[config.mk]
export PLATFORM = sky130hd
export DESIGN_NAME = req_queue_flat
export DESIGN_NICKNAME = d
export VERILOG_FILES = /design/src/rtl/req_queue_pkg.sv /design/src/rtl/req_queue_if.sv /design/src/rtl/req_queue_ram.sv /design/src/rtl/req_queue.sv /design/src/flat_wrapper.sv
export SDC_FILE = /design/constraint.sdc
export NUM_CORES = 1
export LEC_CHECK = 0
export BUFFER_PORTS_ARGS = -buffer_cell sky130_fd_sc_hd__buf_2
export CAP_MARGIN = 25
export CORE_ASPECT_RATIO = 0.5
export CORE_MARGIN = 1.5
export CORE_UTILIZATION = 40
export CTS_CLUSTER_DIAMETER = 200
export CTS_CLUSTER_SIZE = 30
export DETAILED_ROUTE_END_ITERATION = 8
export PLACE_DENSITY = 0.69
export SYNTH_ARGS = -nofsm -noshare
export SYNTH_HDL_FRONTEND = slang
export SYNTH_SLANG_ARGS = --single-unit
[constraint.sdc]
create_clock -name clk -period 5.11 [get_ports clk]
set_input_delay 0.511 -clock clk [delete_from_list [all_inputs] [get_ports clk]]
set_output_delay 0.511 -clock clk [all_outputs]
set_load 0.02 [all_outputs]
[src/rtl/req_queue_pkg.sv]
// Shared constants and helpers for the per-port request queue.
// The optional starvation tracker is enabled with REQ_QUEUE_STARVE_EN.
package req_queue_pkg;

    localparam int DATA_WIDTH   = 132;
    localparam int DEPTH        = 4;
    localparam int STARVE_LIMIT = 15;

    // Ceiling log2; clog2(1) = 0.
    function automatic int clog2(input int value);
        int result;
        result = 0;
        for (int v = value - 1; v > 0; v = v >> 1) begin
            result = result + 1;
        end
        return result;
    endfunction

endpackage

[src/rtl/req_queue_if.sv]
// Requester/scheduler-facing bundle of the request queue. The urgent flag
// only exists when REQ_QUEUE_STARVE_EN is defined.
interface req_queue_if
    import req_queue_pkg::*;
#(
    parameter int data_width = DATA_WIDTH,
    parameter int depth      = DEPTH
) ();

    localparam int ptr_bits = clog2(depth);

    logic                  push_valid;
    logic                  push_ready;
    logic [data_width-1:0] push_data;
    logic                  req;
    logic                  serv;
    logic [data_width-1:0] data_OUT;
    logic [ptr_bits:0]     count;
    logic                  full;
    logic                  empty;
`ifdef REQ_QUEUE_STARVE_EN
    logic                  urgent;

    modport slave (
        input  push_valid, push_data, serv,
        output push_ready, req, data_OUT, count, full, empty, urgent
    );

    modport master (
        output push_valid, push_data, serv,
        input  push_ready, req, data_OUT, count, full, empty, urgent
    );
`else
    modport slave (
        input  push_valid, push_data, serv,
        output push_ready, req, data_OUT, count, full, empty
    );

    modport master (
        output push_valid, push_data, serv,
        input  push_ready, req, data_OUT, count, full, empty
    );
`endif

endinterface

[src/rtl/req_queue_ram.sv]
// Entry storage for req_queue: synchronous write, asynchronous read, no reset.
module req_queue_ram
    import req_queue_pkg::*;
#(
    parameter int data_width = DATA_WIDTH,
    parameter int depth      = DEPTH,
    parameter int ptr_bits   = clog2(DEPTH)
) (
    input  logic                  clk,
    input  logic                  we,
    input  logic [ptr_bits-1:0]   waddr,
    input  logic [data_width-1:0] wdata,
    input  logic [ptr_bits-1:0]   raddr,
    output logic [data_width-1:0] rdata
);

    logic [data_width-1:0] mem [depth];

    always_ff @(posedge clk) begin
        if (we) begin
            mem[waddr] <= wdata;
        end
    end

    assign rdata = mem[raddr];

endmodule

[src/rtl/req_queue.sv]
// Per-port FIFO of request words feeding one scheduler leaf (req/serv).
// Define REQ_QUEUE_STARVE_EN to add the head-starvation counter and urgent flag.
module req_queue
    import req_queue_pkg::*;
#(
    parameter int data_width   = DATA_WIDTH,
    parameter int depth        = DEPTH
`ifdef REQ_QUEUE_STARVE_EN
    ,
    parameter int starve_limit = STARVE_LIMIT
`endif
) (
    input  logic      clk,
    input  logic      rst,
    req_queue_if.slave q
);

    localparam int ptr_bits = clog2(depth);
    localparam logic [ptr_bits-1:0] ptr_one    = ptr_bits'(1);
    localparam logic [ptr_bits:0]   count_one  = (ptr_bits + 1)'(1);
    localparam logic [ptr_bits:0]   full_count = (ptr_bits + 1)'(depth);

    logic [ptr_bits-1:0]   wr_ptr_reg, wr_ptr_next;
    logic [ptr_bits-1:0]   rd_ptr_reg, rd_ptr_next;
    logic [ptr_bits:0]     count_reg, count_next;
    logic                  full_w, empty_w, push_ready_w;
    logic                  push_fire, pop_fire;
    logic [data_width-1:0] rd_data;

    // Flags decode only the count register, so push_ready never depends on serv.
    assign full_w       = (count_reg == full_count);
    assign empty_w      = (count_reg == '0);
    assign push_ready_w = !rst && !full_w;
    assign push_fire    = q.push_valid && push_ready_w;
    assign pop_fire     = !empty_w && q.serv;

    assign q.push_ready = push_ready_w;
    assign q.req        = !empty_w;
    assign q.full       = full_w;
    assign q.empty      = empty_w;
    assign q.count      = count_reg;
    assign q.data_OUT   = empty_w ? '0 : rd_data;

    req_queue_ram #(
        .data_width (data_width),
        .depth      (depth),
        .ptr_bits   (ptr_bits)
    ) u_ram (
        .clk   (clk),
        .we    (push_fire),
        .waddr (wr_ptr_reg),
        .wdata (q.push_data),
        .raddr (rd_ptr_reg),
        .rdata (rd_data)
    );

    always_comb begin
        wr_ptr_next = wr_ptr_reg;
        rd_ptr_next = rd_ptr_reg;
        count_next  = count_reg;
        if (push_fire) begin
            wr_ptr_next = wr_ptr_reg + ptr_one;
        end
        if (pop_fire) begin
            rd_ptr_next = rd_ptr_reg + ptr_one;
        end
        case ({push_fire, pop_fire})
            2'b10:   count_next = count_reg + count_one;
            2'b01:   count_next = count_reg - count_one;
            default: count_next = count_reg;
        endcase
    end

    always_ff @(posedge clk or posedge rst) begin
        if (rst) begin
            wr_ptr_reg <= '0;
            rd_ptr_reg <= '0;
            count_reg  <= '0;
        end else begin
            wr_ptr_reg <= wr_ptr_next;
            rd_ptr_reg <= rd_ptr_next;
            count_reg  <= count_next;
        end
    end

`ifdef REQ_QUEUE_STARVE_EN
    localparam int wait_bits = clog2(starve_limit + 1);
    localparam logic [wait_bits-1:0] wait_max = wait_bits'(starve_limit);
    localparam logic [wait_bits-1:0] wait_one = wait_bits'(1);

    logic [wait_bits-1:0] wait_reg, wait_next;
    logic                 urgent_reg;

    // Counts cycles the current head has been offered without a grant.
    always_comb begin
        wait_next = wait_reg;
        if (pop_fire || empty_w) begin
            wait_next = '0;
        end else if (!q.serv && (wait_reg != wait_max)) begin
            wait_next = wait_reg + wait_one;
        end
    end

    always_ff @(posedge clk or posedge rst) begin
        if (rst) begin
            wait_reg   <= '0;
            urgent_reg <= 1'b0;
        end else begin
            wait_reg   <= wait_next;
            urgent_reg <= (wait_next == wait_max);
        end
    end

    assign q.urgent = urgent_reg;
`endif

endmodule

[src/flat_wrapper.sv]
// flat-port wrapper written by rule: the top's interface ports become plain ports
module req_queue_flat import req_queue_pkg::*;
#(
    parameter int data_width   = DATA_WIDTH,
    parameter int depth        = DEPTH

)
  (clk, rst, q_push_valid, q_push_data, q_serv, q_push_ready, q_req, q_data_OUT, q_count, q_full, q_empty);
  req_queue_if #(.data_width(data_width), .depth(depth)) q_i ();
  input  logic clk;
  input  logic rst;
  input wire logic [$bits(q_i.push_valid)-1:0] q_push_valid;
  input wire logic [$bits(q_i.push_data)-1:0] q_push_data;
  input wire logic [$bits(q_i.serv)-1:0] q_serv;
  output wire logic [$bits(q_i.push_ready)-1:0] q_push_ready;
  output wire logic [$bits(q_i.req)-1:0] q_req;
  output wire logic [$bits(q_i.data_OUT)-1:0] q_data_OUT;
  output wire logic [$bits(q_i.count)-1:0] q_count;
  output wire logic [$bits(q_i.full)-1:0] q_full;
  output wire logic [$bits(q_i.empty)-1:0] q_empty;
  assign q_i.push_valid = q_push_valid;
  assign q_i.push_data = q_push_data;
  assign q_i.serv = q_serv;
  assign q_push_ready = q_i.push_ready;
  assign q_req = q_i.req;
  assign q_data_OUT = q_i.data_OUT;
  assign q_count = q_i.count;
  assign q_full = q_i.full;
  assign q_empty = q_i.empty;
  req_queue #(.data_width(data_width), .depth(depth)) u_core (.clk(clk), .rst(rst), .q(q_i));
endmodule
Word level (Yosys, flattened, before mapping)

Memories as Yosys holds them, arrays and structs flattened.
Cells that the tools add are included.

Output and inout bits: 139
Input bits: 136
Memory bits (writable): 528
Bits in registers: 7
Memories kept: 1
Logic and storage cells: 23

Memories:

| memory           | words | width | rd ports | clocked after Yosys merged registers in | wr ports | line                | RTL |
|---|---|---|---|---|---|---|---|
| u_core.u_ram.mem | 4     | 132   | 1        | 0                                       | 1        | req_queue_ram.sv:17 | `logic [data_width-1:0] mem [depth];` |

$add $sub $neg: 4
Reductions and logical operators: 8
Equality and inequality tests: 3
Muxes and demuxes: 4

Operators by type and width:

| cell                | number |
|---|---|
| $mux 132            | 1 |
| $pmux 3 s2          | 1 |
| $add 2x1->2 const B | 2 |
| $add 3x1->3 const B | 1 |
| $eq 3x3->1 const B  | 1 |
| $logic_and 1x1->1   | 3 |
| $logic_not 1->1     | 3 |
| $logic_not 3->1     | 1 |
| $sub 3x1->3 const B | 1 |
| $eq 2x1->1 const B  | 1 |
| $eq 2x2->1 const B  | 1 |
| $mux 1              | 2 |
| $reduce_bool 2->1   | 1 |

Logic depth before layout (Yosys ltp)

Depth after elaboration: 6
Depth in mapped cells: 9
Gate-level depth less buffers: 9

Hierarchy

From an unflattened synthesis, not the netlist that was laid out.

Cell total of the unflattened synthesis: 873
Area total of the unflattened synthesis: 20,425.8 um^2

Modules (own cells, without submodules):

| module        | cells an instance | seq. area each (um^2) | instances | area an instance (um^2) |
|---|---|---|---|---|
| req_queue_ram | 694               | 15,855.2              | 1         | 19,065.8 |
| req_queue     | 179               | 175.2                 | 1         | 1,360.1 |

Worst setup path before layout

No wires, ideal clock.

Path type: reg2reg
Start: register u_core.count_reg[2], in the netlist u_core.q.count[2]
End: memory u_core.u_ram.mem[2][0] (netlist name) (enable)
Required time: 4.603 ns
Buffers on the path: 0
Stages on the path, launching flop included: 4
Path slack: 0.444 ns
Clock period less this slack: 4.666 ns
Data arrival time: 4.159 ns
Library setup time: 0.507 ns
Cell sequence: dfrtp_1 nor3b_1 nor3b_2 and2_1

Word-level cells in the longest chain between the ends: 6

RTL lines:

| element                      | line                | RTL |
|---|---|---|
| start: declaration           | req_queue.sv:25     | `logic [ptr_bits:0] count_reg, count_next;` |
| start signal: assignment     | req_queue.sv:82     | `count_reg <= count_next;` |
| $eq 3x3->1                   | req_queue.sv:31     | `assign full_w = (count_reg == full_count);` |
| via q_full                   | flat_wrapper.sv:19  | `output wire logic [$bits(q_i.full)-1:0] q_full;` |
| $logic_not 1->1              | req_queue.sv:33     | `assign push_ready_w = !rst && !full_w;` |
| $logic_and 1x1->1            | req_queue.sv:33     |  |
| $logic_and 1x1->1            | req_queue.sv:34     | `assign push_fire = q.push_valid && push_ready_w;` |
| $mux 1                       | req_queue_ram.sv:20 | `if (we) begin` |
| $mux 1 (not written as such) | req_queue_ram.sv:21 | `mem[waddr] <= wdata;` |
| end: declaration             | req_queue_ram.sv:17 |  |

The timed path passes the listed nets, and every way through them passes these cells.

Worst setup path in the final report

Start: register u_core.rd_ptr_reg[1]
End: output port q_data_OUT[104]

Word-level cells in the longest chain between the ends: 2

RTL lines:

| element                  | line               | RTL |
|---|---|---|
| start: declaration       | req_queue.sv:24    | `logic [ptr_bits-1:0] rd_ptr_reg, rd_ptr_next;` |
| start signal: assignment | req_queue.sv:81    | `rd_ptr_reg <= rd_ptr_next;` |
| $mem_v2 4x132            | n/a                |  |
| $mux 132                 | req_queue.sv:42    | `assign q.data_OUT = empty_w ? '0 : rd_data;` |
| end: declaration         | flat_wrapper.sv:17 | `output wire logic [$bits(q_i.data_OUT)-1:0] q_data_OUT;` |

No other way between the ends.

==> impl_results.md <==
- Number of buffers created by CTS: 21
- Gate Count Post-Synth: 877
- Most frequently used cell type in the post-synthesis netlist: edfxtp_1
- Share of total power in sequential cells: 45.5%
- Post-synthesis compound-gate area fraction: 0%
- Critical Path Sink Type: output port
- Status: completed
- Combinational power share: 38.4%
- Fraction of synthesized area in multiplexers: 14.7%
- Post-synth top cells: 528 x edfxtp_1, 137 x and2_1, 132 x mux4_2, 20 x clkbuf_1, 17 x buf_2
- Maximum number of pins on one net before global-route repair: 70
- Placed inst area: 22500 um2
- Setup repair after global routing missed its margin: no
- Flip-flop and latch count after synthesis: 535
- Cell-internal power: 8.13 mW
- Die H: about 160 um
- DPL Wire Length: 24800 um
- Via Count: 9191
- Register clock-pin slew on the reported worst setup and hold paths: between 0.1 and 0.15 ns
- Setup-violating endpoint count in the final report: 0
- Boundary pin count: 275
- Global-route wire length before repair: 59600 um
- Sw frac: about a third
- Antenna violations before repair: 8
- Arrival time reported for the critical path endpoint: 2.97 ns
- Skew final: approximately 0.010 ns
- Starting DRT DRC Count: 837
- Number of synthesized flops with an enable pin: 528
- Antenna Violating Nets Remaining: 0
- Synth Area in Adders: 0.406%
- Sequential area share after synthesis: 78.8%
- Relative contribution of the clock network to total power: between 10% and 20%
- Count of distinct cell types in the synthesized netlist: 19
- Final routed wire length divided by cell count: around 22 um
- Final sum of negative setup slack: 0 ns
- Prevailing post-synth register cell: edfxtp_1
- Layout cell share with drive strength beyond 1: 39.4%
- Die boundary width: 322 um
- FILL cells: 4203
- Max Clock Freq: 288 MHz
- Dominant combinational cell family by area after synthesis: multiplexers
- Net switching power: 4.17 mW
- Max-cap violation count: 0
- Total Routed Length: 40100 um
- DIE AREA: 52300 um2
- Share of the cycle needed by the critical path after routing: 68.0%
- Internal reg-to-reg setup slack: 2.24 ns
- Cell at the root of the clock tree: clkbuf_16
- Count of buffers added by post-CTS timing repair for setup: 0
- Drt drc: 0
- Top post-synthesis cells by area: edfxtp_1 78%, mux4_2 15%, and2_1 4.2%
- Type of the most critical hold path: input pin to register
- Sum of internal, switching and leakage power: 12.3 mW
- Register Area: 16000 um2
- Drt via density: 4.97
- Worst-Margin Slew: 1.04 ns
- Total congestion overflow after global routing: 0
- Hold violation total from the final report: 0
- Synthesized area: 20300 um2
- Level count of the clock H-tree: 1
- IR drop worst, VDD: 0.356 mV
- Area occupied by multi-input gates: 4040 um2
- First-pass DRT Iterations: 5
- Flip-flop count of the largest register, all copies and words added: 528
- Ys async rst share: 1.31%
- Minimum period implied by the final worst setup slack: 3.48 ns
- Power per Cell Area: 532 nW/um2
- Tightest slew margin relative to the limit: 30.6%
- Average cell area after synthesis: around 23 um2
- Final layout net count: 1288
- Critical path data required time: about 4.6 ns
- Synth Area in Simple Gates: between 4 and 5%
- Starting density of the core: between 40% and 50%
- Total global routing track utilization: 15.0%
- Leading area contributor after synthesis: edfxtp_1
- Clock tree from TritonCTS: yes
- Design area: 23100 um2
- Number of buffers inserted by port buffering: 274
- Clock insertion delay at the later pin of the skew report: 0.56 ns
- Area growth, synth to finish: 13.7%
- Syn Nets: 1019
- Fraction of post-synthesis cell area in the top cell type by area: about 78%
- Clock buffer depth: 3
- Placement row count: 58
- Maximum fanout count along the critical path: 68
- Placeable Area: 50200 um2
- Fin. max-slew vios: 0
- Count of warnings emitted by yosys: 0
- GP Congestion: 0.747
- Vias in the first global route: 9824
- Startpoint Class: register
- Xor-xnor portion of the synthesized cell area: less than 1%
- Critical path class: register to output port
- Static leakage: roughly 7.7 nW
- Sinks on Clock Net: between 500 and 600
==> power groups by stage <==
stage | clock [mW] | sequential, mW | combinational [mW]
5_1_grt | 2.19 | 5.64 | 5.03
3_3_place_gp | 0 | 5.66 | 4.79
4_1_cts | 2.03 | 5.60 | 4.83
6_report | 1.99 | 5.59 | 4.72
3_5_place_dp | 0 | 5.70 | 4.82
2_1_floorplan | 0 | 5.58 | 3.43
==> final timing paths <==
| kind | depth (start not counted) | end | start |
|---|---|---|---|
| worst max-delay path | 4 | q_data_OUT[104] | u_core.rd_ptr_reg[1] |
| worst min-delay path | 1 | u_core.u_ram.mem[2][127] | q_push_data[127] |
| worst max register to register | 4 | u_core.u_ram.mem[3][115] | u_core.q.count[2] |
| worst min register to register | 1 | u_core.q.count[2] | u_core.q.count[2] |
| max in group asynchronous | 3 | u_core.rd_ptr_reg[1] | rst |
| min in group asynchronous | 3 | u_core.q.count[0] | rst |
==> critical path: stages (launching register included) <==
cell and delay (ns):
dfrtp_4 1.12, buf_12 0.43, mux4_2 0.36, and2_1 0.21
buf_2 0.17
==> what timing repair did <==
action,in CTS,in global routing
endpoints found under the hold margin,7,0
hold buffers,1,0
gates resized for setup,0,0
==> cell type report <==
type | instances | share of cell area (%)
sequential | 535 | 69.4
multi-input combinational | 289 | 17.5
timing repair buffer | 291 | 6.80
tap | 690 | 3.73
clock buffer | 28 | 2.39
inverter | 8 | 0.130
clock inverter | 2 | 0.0703
antenna | 6 | 0.0649
==> cell families after synthesis <==
| group | count (synthesis) |
|---|---|
| XOR/XNOR | 6 |
| adder cells (fa/ha/maj) | 6 |
| AND/OR/NAND/NOR | 143 |
| buffers and inverters | 53 |
| multiplexers | 134 |
| flip-flops | 535 |
==> through the flow <==
stage	util [%]	std cells	setup slack, ns	hold WS (ns)
after detailed placement	44.8	1811	2.13	0.502
after global placement	44.8	1811	2.14	0.489
after global routing	46.1	1849	1.53	0.129
after floorplan	-	877	0.444	0.314
after CTS	46.0	1842	1.60	0.128
final	46.1	1849	1.63	0.156
==> routing by layer <==
layer / up-vias / GRT usage, % / routed length (um)
li1: 4093 / - / -
met1: 4929 / 17.1 / 14600
met2: 117 / 29.6 / 23600
met3: 48 / 2.15 / 1150
met4: 4 / 3.69 / 759
met5: - / 0 / 22
==> cell usage in the layout, fill, tap and decap left out, drive strengths merged <==
cell type,Yosys,layout
xor2,3,3
diode,0,6
ha,5,5
and2,137,137
fa,1,1
nand3,1,1
buf,25,290
mux2,1,1
clkbuf,20,28
mux4,132,132
nor3b,2,2
inv,8,9
dfrtp,7,7
edfxtp,528,528
dlygate4sd3,0,1
xnor2,3,3
clkinvlp,0,1
or3,1,1
mux2i,1,1
nor2,2,2
(Power assumes the default switching activity.)
